--- src/rtl/mvm_host_8_20_if.sv ---
// Host-side bundle for mvm_host_8_20: input stream, result stream and MVM control/data lines.
interface mvm_host_8_20_if #(
    parameter int B = 20
);
    logic           in_valid;
    logic           in_ready;
    logic [B-1:0]   in_data;
    logic           out_valid;
    logic           out_ready;
    logic [2*B-1:0] out_data;
    logic           mvm_loadMatrix;
    logic           mvm_loadVector;
    logic           mvm_start;
    logic [B-1:0]   mvm_data_in;
    logic           mvm_done;
    logic [2*B-1:0] mvm_data_out;
    logic           err;

    modport slave (
        input  in_valid, in_data, out_ready, mvm_done, mvm_data_out,
        output in_ready, out_valid, out_data, mvm_loadMatrix, mvm_loadVector,
               mvm_start, mvm_data_in, err
    );

    modport master (
        output in_valid, in_data, out_ready, mvm_done, mvm_data_out,
        input  in_ready, out_valid, out_data, mvm_loadMatrix, mvm_loadVector,
               mvm_start, mvm_data_in, err
    );
endinterface

--- src/rtl/mvm_host_8_20.sv ---
// Host sequencer for a KxK matrix-vector unit: buffers a job, replays it to the MVM, queues results.
// Optional MVM_HOST_WDOG_EN adds an 8-bit WAIT watchdog that aborts the job and pulses err.
module mvm_host_8_20 #(
    parameter int K = 8,
    parameter int B = 20
) (
    input  logic           clk,
    input  logic           reset,
    mvm_host_8_20_if.slave bus
);
    localparam int NW = K*K + K;
    localparam int AW = $clog2(NW);
    localparam int FW = (K > 1) ? $clog2(K) : 1;
    localparam int CW = $clog2(K + 1);

    typedef enum logic [3:0] {
        COLLECT, LDM, SENDM, LDV, SENDV, START, WAIT, CAPTURE, DRAIN
    } state_t;

    state_t         r_state, w_next;
    logic [B-1:0]   r_buf  [NW];
    logic [2*B-1:0] r_fifo [K];
    logic [AW-1:0]  r_waddr, r_idx;
    logic [FW-1:0]  r_wp, r_rp;
    logic [CW-1:0]  r_cnt;
    logic           r_run;
    logic           w_in_ready, w_in_hs, w_push, w_pop;
`ifdef MVM_HOST_WDOG_EN
    logic [7:0]     r_wdog;
    logic           w_err;
`endif

    // r_run keeps in_ready low until the first edge after reset releases
    assign w_in_ready = (r_state == COLLECT) && r_run;
    assign w_in_hs    = w_in_ready && bus.in_valid;
    assign w_pop      = (r_cnt != '0) && bus.out_ready;

    always_comb begin
        w_next             = r_state;
        w_push             = 1'b0;
        bus.mvm_loadMatrix = 1'b0;
        bus.mvm_loadVector = 1'b0;
        bus.mvm_start      = 1'b0;
        bus.mvm_data_in    = '0;
`ifdef MVM_HOST_WDOG_EN
        w_err              = 1'b0;
`endif
        case (r_state)
            COLLECT: if (w_in_hs && r_waddr == AW'(NW-1)) w_next = LDM;
            LDM: begin
                bus.mvm_loadMatrix = 1'b1;
                w_next             = SENDM;
            end
            SENDM: begin
                bus.mvm_data_in = r_buf[r_idx];
                if (r_idx == AW'(K*K-1)) w_next = LDV;
            end
            LDV: begin
                bus.mvm_loadVector = 1'b1;
                w_next             = SENDV;
            end
            // r_idx carries on from K*K so the vector is read straight from the tail of the buffer
            SENDV: begin
                bus.mvm_data_in = r_buf[r_idx];
                if (r_idx == AW'(NW-1)) w_next = START;
            end
            START: begin
                bus.mvm_start = 1'b1;
                w_next        = WAIT;
            end
            WAIT: begin
                if (bus.mvm_done) w_next = CAPTURE;
`ifdef MVM_HOST_WDOG_EN
                else if (r_wdog == 8'hFF) begin
                    w_err  = 1'b1;
                    w_next = COLLECT;
                end
`endif
            end
            CAPTURE: begin
                w_push = 1'b1;
                if (r_idx == AW'(K-1)) w_next = DRAIN;
            end
            DRAIN: if (r_cnt == '0 || (r_cnt == CW'(1) && w_pop)) w_next = COLLECT;
            default: w_next = COLLECT;
        endcase
    end

    always_ff @(posedge clk or posedge reset) begin
        if (reset) begin
            r_state <= COLLECT;
            r_run   <= 1'b0;
            r_waddr <= '0;
            r_idx   <= '0;
            r_wp    <= '0;
            r_rp    <= '0;
            r_cnt   <= '0;
        end else begin
            r_state <= w_next;
            r_run   <= 1'b1;
            if (w_in_hs)
                r_waddr <= (r_waddr == AW'(NW-1)) ? '0 : r_waddr + AW'(1);
            case (r_state)
                SENDM, SENDV, CAPTURE: r_idx <= r_idx + AW'(1);
                COLLECT, START, DRAIN: r_idx <= '0;
                default: ;
            endcase
            if (w_push) r_wp <= (r_wp == FW'(K-1)) ? '0 : r_wp + FW'(1);
            if (w_pop)  r_rp <= (r_rp == FW'(K-1)) ? '0 : r_rp + FW'(1);
            r_cnt <= r_cnt + CW'(w_push) - CW'(w_pop);
        end
    end

`ifdef MVM_HOST_WDOG_EN
    always_ff @(posedge clk or posedge reset) begin
        if (reset) r_wdog <= '0;
        else       r_wdog <= (r_state == WAIT) ? r_wdog + 8'd1 : 8'd0;
    end
    assign bus.err = w_err;
`else
    assign bus.err = 1'b0;
`endif

    // Storage arrays need no reset: pointers alone define what is live
    always_ff @(posedge clk) begin
        if (w_in_hs) r_buf[r_waddr] <= bus.in_data;
        if (w_push)  r_fifo[r_wp]   <= bus.mvm_data_out;
    end

    assign bus.in_ready  = w_in_ready;
    assign bus.out_valid = (r_cnt != '0);
    assign bus.out_data  = r_fifo[r_rp];
endmodule

--- src/flat_wrapper.sv ---
// flat-port wrapper written by rule: the top's interface ports become plain ports
module mvm_host_8_20_flat 
#(
    parameter int K = 8,
    parameter int B = 20
)
  (clk, reset, bus_in_valid, bus_in_data, bus_out_ready, bus_mvm_done, bus_mvm_data_out, bus_in_ready, bus_out_valid, bus_out_data, bus_mvm_loadMatrix, bus_mvm_loadVector, bus_mvm_start, bus_mvm_data_in, bus_err);
  mvm_host_8_20_if #(.B(B)) bus_i ();
  input  logic clk;
  input  logic reset;
  input wire logic [$bits(bus_i.in_valid)-1:0] bus_in_valid;
  input wire logic [$bits(bus_i.in_data)-1:0] bus_in_data;
  input wire logic [$bits(bus_i.out_ready)-1:0] bus_out_ready;
  input wire logic [$bits(bus_i.mvm_done)-1:0] bus_mvm_done;
  input wire logic [$bits(bus_i.mvm_data_out)-1:0] bus_mvm_data_out;
  output wire logic [$bits(bus_i.in_ready)-1:0] bus_in_ready;
  output wire logic [$bits(bus_i.out_valid)-1:0] bus_out_valid;
  output wire logic [$bits(bus_i.out_data)-1:0] bus_out_data;
  output wire logic [$bits(bus_i.mvm_loadMatrix)-1:0] bus_mvm_loadMatrix;
  output wire logic [$bits(bus_i.mvm_loadVector)-1:0] bus_mvm_loadVector;
  output wire logic [$bits(bus_i.mvm_start)-1:0] bus_mvm_start;
  output wire logic [$bits(bus_i.mvm_data_in)-1:0] bus_mvm_data_in;
  output wire logic [$bits(bus_i.err)-1:0] bus_err;
  assign bus_i.in_valid = bus_in_valid;
  assign bus_i.in_data = bus_in_data;
  assign bus_i.out_ready = bus_out_ready;
  assign bus_i.mvm_done = bus_mvm_done;
  assign bus_i.mvm_data_out = bus_mvm_data_out;
  assign bus_in_ready = bus_i.in_ready;
  assign bus_out_valid = bus_i.out_valid;
  assign bus_out_data = bus_i.out_data;
  assign bus_mvm_loadMatrix = bus_i.mvm_loadMatrix;
  assign bus_mvm_loadVector = bus_i.mvm_loadVector;
  assign bus_mvm_start = bus_i.mvm_start;
  assign bus_mvm_data_in = bus_i.mvm_data_in;
  assign bus_err = bus_i.err;
  mvm_host_8_20 #(.K(K), .B(B)) u_core (.clk(clk), .reset(reset), .bus(bus_i));
endmodule
--- config.mk ---
export PLATFORM = sky130hd
export DESIGN_NAME = mvm_host_8_20_flat
export DESIGN_NICKNAME = d
export VERILOG_FILES = /design/src/rtl/mvm_host_8_20_if.sv /design/src/rtl/mvm_host_8_20.sv /design/src/flat_wrapper.sv
export SDC_FILE = /design/constraint.sdc
export NUM_CORES = 1
export LEC_CHECK = 0
export BUFFER_PORTS_ARGS = -buffer_cell sky130_fd_sc_hd__buf_2
export CAP_MARGIN = 20
export CORE_ASPECT_RATIO = 1.4
export CORE_MARGIN = 5
export CORE_UTILIZATION = 30
export CTS_BUF_LIST = sky130_fd_sc_hd__clkbuf_4
export DETAILED_ROUTE_END_ITERATION = 8
export PLACE_DENSITY = 0.46
export SETUP_SLACK_MARGIN = 0.05
export SLEW_MARGIN = 20
export SYNTH_ARGS = -nofsm -noshare
export SYNTH_HDL_FRONTEND = slang
export SYNTH_SLANG_ARGS = --single-unit
--- constraint.sdc ---
create_clock -name clk -period 8.8 [get_ports clk]
set_input_delay 0.88 -clock clk [delete_from_list [all_inputs] [get_ports clk]]
set_output_delay 0.88 -clock clk [all_outputs]
set_load 0.005 [all_outputs]
======== Word-level counts from Yosys, hierarchy flattened ========
Memories as Yosys holds them, arrays and structs flattened.
Cells that the tools add are included.
word-level totals
  flip-flop bits (word level) ............. 29
  bits in writable memories ............... 1760
  input bits .............................. 65
  logic and storage cells ................. 70
  memories ................................ 2
memories
  memory         depth  width  read ports  clocked after memory_dff  wr ports  RTL line             source
  u_core.r_buf   72     20     1           0                         1         mvm_host_8_20.sv:21  logic [B-1:0] r_buf [NW];
  u_core.r_fifo  8      40     1           0                         1         mvm_host_8_20.sv:22  logic [2*B-1:0] r_fifo [K];
operators by class
  add/sub/neg operators ................... 6
  equal/unequal tests ..................... 21
  mux-type cells .......................... 20
  reduce and logical (&&, ||, !) cells .... 14
operators with widths
  kind                                                   number
  one-hot mux 4 bit (9 select lines)                     1
  two-way mux 4 bit                                      6
  two-way mux 20 bit                                     1
  == test 4 x 3 -> 1 bit, second input constant          4
  adder 7 x 1 -> 7 bit, second input constant            2
  == test 7 bit, second input constant                   2
  one-hot mux 7 bit (2 select lines)                     1
  == test 4 x 1 -> 1 bit, second input constant          2
  == test 4 x 2 -> 1 bit, second input constant          2
  zero test 4 bit                                        2
  two-way mux 1 bit                                      8
  inequality test 2 x 1 -> 1 bit, second input constant  4
  == test 7 x 3 -> 1 bit, second input constant          1
  == test 7 x 6 -> 1 bit, second input constant          1
  two-way mux 7 bit                                      1
  adder 3 x 1 -> 3 bit, second input constant            2
  == test 3 bit, second input constant                   2
  two-way mux 3 bit                                      2
  AND reduction 6 bit                                    1
  OR reduction 3 bit                                     2
  logical AND 1 bit                                      5
  adder 4 x 1 -> 4 bit                                   1
  == test 4 bit, second input constant                   1
  inequality test 2 bit, second input constant           2
  5 further kinds                                        5

======== Depth between registers and ports, before layout ========
  word-level depth ........................ 6
  gate-level depth with buffers ........... 11

======== Worst setup path before layout ========
No wires, ideal clock.
  path type ............................... reg2reg
  start point ............................. register u_core.r_state[0]
  end point ............................... memory u_core.r_fifo[0][0] (netlist bit) (enable)
  library setup time ...................... 0.537 ns
  data arrival time ....................... 5.047 ns
  setup slack ............................. 3.216 ns
  cell stages (with the launch flop) ...... 6
  path buffers ............................ 2
  period minus slack after synthesis ...... 5.584 ns
  cells stage by stage .................... dfrtp_1 -> clkbuf_1 -> nand2_1 -> or2_2 -> clkbuf_1 -> nor4_1
on the way
  longest elaborated chain between the ends .. 4
RTL lines
  item                                     RTL line              source
  start, declared                          mvm_host_8_20.sv:20   state_t r_state, w_next;
  start signal, assigned                   mvm_host_8_20.sv:99   r_state <= w_next;
  == test 4 x 3 -> 1 bit                   mvm_host_8_20.sv:48   case (r_state)
  two-way mux 1 bit                        mvm_host_8_20.sv:48
  two-way mux 1 bit                        mvm_host_8_20.sv:127  if (w_push) r_fifo[r_wp] <= bus.mvm_data_out;
  two-way mux 1 bit (implied by the code)  mvm_host_8_20.sv:127
  end, declared                            mvm_host_8_20.sv:22
No other way between the ends.

======== Worst setup path after layout ========
  start point ............................. register u_core.r_idx[0]
  end point ............................... output bus_mvm_data_in[8]
on the way
  longest elaborated chain between the ends .. 2
RTL lines
  item                    RTL line              source
  start, declared         mvm_host_8_20.sv:23   logic [AW-1:0] r_waddr, r_idx;
  start signal, assigned  mvm_host_8_20.sv:104  SENDM, SENDV, CAPTURE: r_idx <= r_idx + AW'(1);
  memory (72 x 20 bit)    -
  two-way mux 20 bit      -
  end, declared           flat_wrapper.sv:22    output wire logic [$bits(bus_i.mvm_data_in)-1:0] bus_mvm_data_in;
No other way between the ends.

==> results.toml <==
[power]
p_leak_nw = 25.14
ir_worst_vdd_uv = 223.2
power.total_w = 0.02098
power_density_nw_per_um2 = 262.3

[detailed_routing]
drt_wl_total_um = 194300
drtAntennaViolNets = 0
drt_iter0_drc = 2351
viasPerCell = 4.846
drc = 0
dr.pass1.iters = 5
wl_per_cell_um = 27.28
vias = 34520

[sta]
hold_viol_final = 0
fin_worst_skew_ns = 0.1071
grt_setup_unrepaired = "false"
worstMarginPinSlew_ns = 1.170
fmax_mhz = 154.0
setup-tns-final_ns = 0
drv_slew = 0
setup_viol = 0
setup_slack_ns = 2.307
slew_headroom_pct = 21.94
finalCriticalPeriod_ns = 6.493
period_share_pct = 73.78

[critical_path]
cp_max_fo = 48
rr_worst_depth = 5
ff2ff_setup_slack_ns = 4.37
cp_slowest_stage_delay_ns = 0.94
cp_data_arrival_time_ns = 5.61
required_ns = 7.92
cpMaxStageDelayCell = "dfrtp_4"
critPathCaptureType = "output pin"
crit_chain = "buf_4 > buf_4 > mux4_2 > nor2b_1 > a211oi_1 > a211oi_1 > o31a_1 > buf_2"
crit_type = "register to output pin"
cp-start-kind = "register"

[die]
io-pin-count = 131
start_util_pct = 30.11
die_area_um2 = 241900
die_w_um = 417.1
die_h_um = 579.9
rows = 209
core-area_um2 = 231200

[worst_hold_path]
min_path_cells = 3
worstHoldPathType = "input pin to register"

[logic_synthesis]
ys.flop_type = "edfxtp_1"
netlist_area_um2 = 69600
syn_inst = 3213
ys_seq_elements = 1789
synth_async_sr_flop_share_pct = 1.621
syn_area_per_cell_um2 = 21.66
synth_nets = 3290
ys_seq_area_share_pct = 76.97
synth-edff-count = 1760
yosys_warnings = 0
synth.distinct_cells = 69

[clock_network]
clkSlewWorstSetupHoldPaths_ns = 0.07
clk_latency_ns = 1.20
cts_tree = "done"
cts-buffers-inserted = 426
cts_htree_levels = 5
clock-sinks = 1789
cts_root_buf = "clkbuf_4"
cts-resized-gates = 0
clockBufferDepth = 4

[place]
dpl.hpwl_um = 112700
pre_cts_slack_ns = 3.458
port_buffers = 129
gp_congestion = 0.7920
placedCellCount = 6331

[finish]
stdcell_count = 7124
nNetsFinal = 3823
fill_cells = 21980
synthToLayoutAreaGrowth_pct = 14.90
drive_gt1_share_pct = 35.16

[global_route]
antenna_found_initial = 8
grtUsageTotal_pct = 15.74
grt_pass1_wl_um = 275400
gr-total-overflow = 0
grt_max_degree = 104
grt_pass1_vias = 37100

[flow_run]
cap_violations = 0

[status]
run_status = "completed"
==> state kept, by name, summed over array words and instances (netlist names) <==
name / count
u_core.r_buf: 1440
u_core.r_cnt: 4
u_core.r_idx: 7
u_core.r_state: 4
u_core.r_waddr: 7
u_core.r_run: 1
u_core.r_rp: 3
u_core.r_wp: 3
u_core.r_fifo: 320
==> logic make-up (layout without fill, tap and decap cells) <==
logic type,Yosys count,after routing,share of synthesized area (%)
xor+xnor,15,15,0.1888
flops,1789,1789,76.97
mux,626,626,15.89
buf+inv,196,1042,1.990
simple gates,321,321,2.118
fa+ha+maj,12,12,0.2265
other cells,2,8,0.01079
compound gates,252,252,2.607
==> power by group <==
part | total [W] | internal (W) | leakage [nW] | switching (W)
Combinational | 0.00448 | 0.00207 | 5.75 | 0.00242
Sequential | 0.00978 | 0.00952 | 16.2 | 0.000253
Clock | 0.00672 | 0.00347 | 3.21 | 0.00325
==> critical path, delay by kind of cell (launching register included) <==
family	cells	cell delay [ns]
buffers and inverters	3	1.63
AO/OA/AOI/OAI	3	1.14
flip-flops	1	0.94
multiplexers	1	0.38
AND/OR/NAND/NOR	1	0.15
==> placed cells by master, fill, tap and decap left out, types with 19 or more instances in the layout <==
cell type and count:
o22ai_1 49, a221oi_1 20, nor2_4 40, mux2_2 68, mux4_2 341, dlygate4sd3_1 43
nand2_1 68, nor3_1 26, a22oi_1 25, mux4_1 27, a21oi_1 24, buf_2 128
mux2i_1 190, nor2_1 57, clkbuf_4 639, clkinv_1 84, nor2_2 37, buf_4 101
o21ai_0 25, dfrtp_1 21, edfxtp_1 1760, nand2b_1 19
==> timing repair <==
item,in CTS,in global routing
hold buffers,43,0
hold endpoints to repair,369,0
setup buffers,0,0
==> synth_stat cells, types with 9 or more instances <==
cell / instances / area [um2]
clkbuf_1: 48 / 180.2
nand2_1: 69 / 259.0
edfxtp_1: 1760 / 52850
nor2_1: 134 / 503.0
buf_4: 15 / 112.6
nor2b_1: 13 / 81.33
buf_1: 10 / 37.54
ha_1: 11 / 137.6
mux4_2: 341 / 7680
a22o_1: 12 / 105.1
nor3_1: 31 / 155.2
buf_2: 49 / 245.2
o22ai_1: 49 / 306.5
a211oi_1: 16 / 120.1
a41o_1: 9 / 90.09
nand2b_1: 19 / 118.9
buf_12: 11 / 220.2
a221oi_1: 20 / 175.2
xnor2_1: 9 / 78.83
o21ai_0: 25 / 125.1
buf_6: 23 / 259.0
nand4_1: 11 / 68.82
dfrtp_1: 29 / 725.7
buf_8: 12 / 180.2
mux2i_1: 190 / 1902
o21ai_1: 15 / 75.07
a21oi_1: 24 / 120.1
nand3_1: 16 / 80.08
a22oi_1: 25 / 187.7
mux4_1: 27 / 709.4
mux2_2: 68 / 765.7
inv_1: 13 / 48.80
==> layer usage <==
metal	track usage, %	routed length (um)
met1	19.28	78090
met2	27.97	101400
met3	3.010	9397
met4	5.044	5411
met5	0	13
==> final timing paths <==
| path | endpoint | startpoint |
|---|---|---|
| min | u_core.r_rp[0] | bus_out_ready |
| min reg2reg | u_core.r_waddr[5] | u_core.r_waddr[5] |
| max in group asynchronous | u_core.r_rp[1] | reset |
| min in group asynchronous | u_core.r_waddr[1] | reset |
| max | bus_mvm_data_in[8] | u_core.r_idx[0] |
| max reg2reg | u_core.r_buf[28][1] | u_core.r_state[3] |
==> per-stage QoR <==
step / instance area [um2] / util, % / hold WS [ns]
global placement: 74040 / 32.03 / 0.5578
global route: 79970 / 34.59 / 0.04330
finish: 79980 / 34.60 / 0.2023
CTS: 79890 / 34.56 / 0.01748
detailed placement: 74100 / 32.06 / 0.5654
floorplan: 69600 / - / 0.5145
==> cell type report <==
type	instances	area (um2)	area share (%)
Antenna cell	6	15.01	0.01877
Clock buffer	639	4797	5.998
Clock inverter	102	561.8	0.7024
Inverter	19	71.32	0.08917
Multi-Input combinational cell	1228	15080	18.86
Sequential cell	1789	53600	67.02
Tap cell	3059	3827	4.786
Timing Repair Buffer	282	2019	2.525
(Power assumes the default switching activity.)
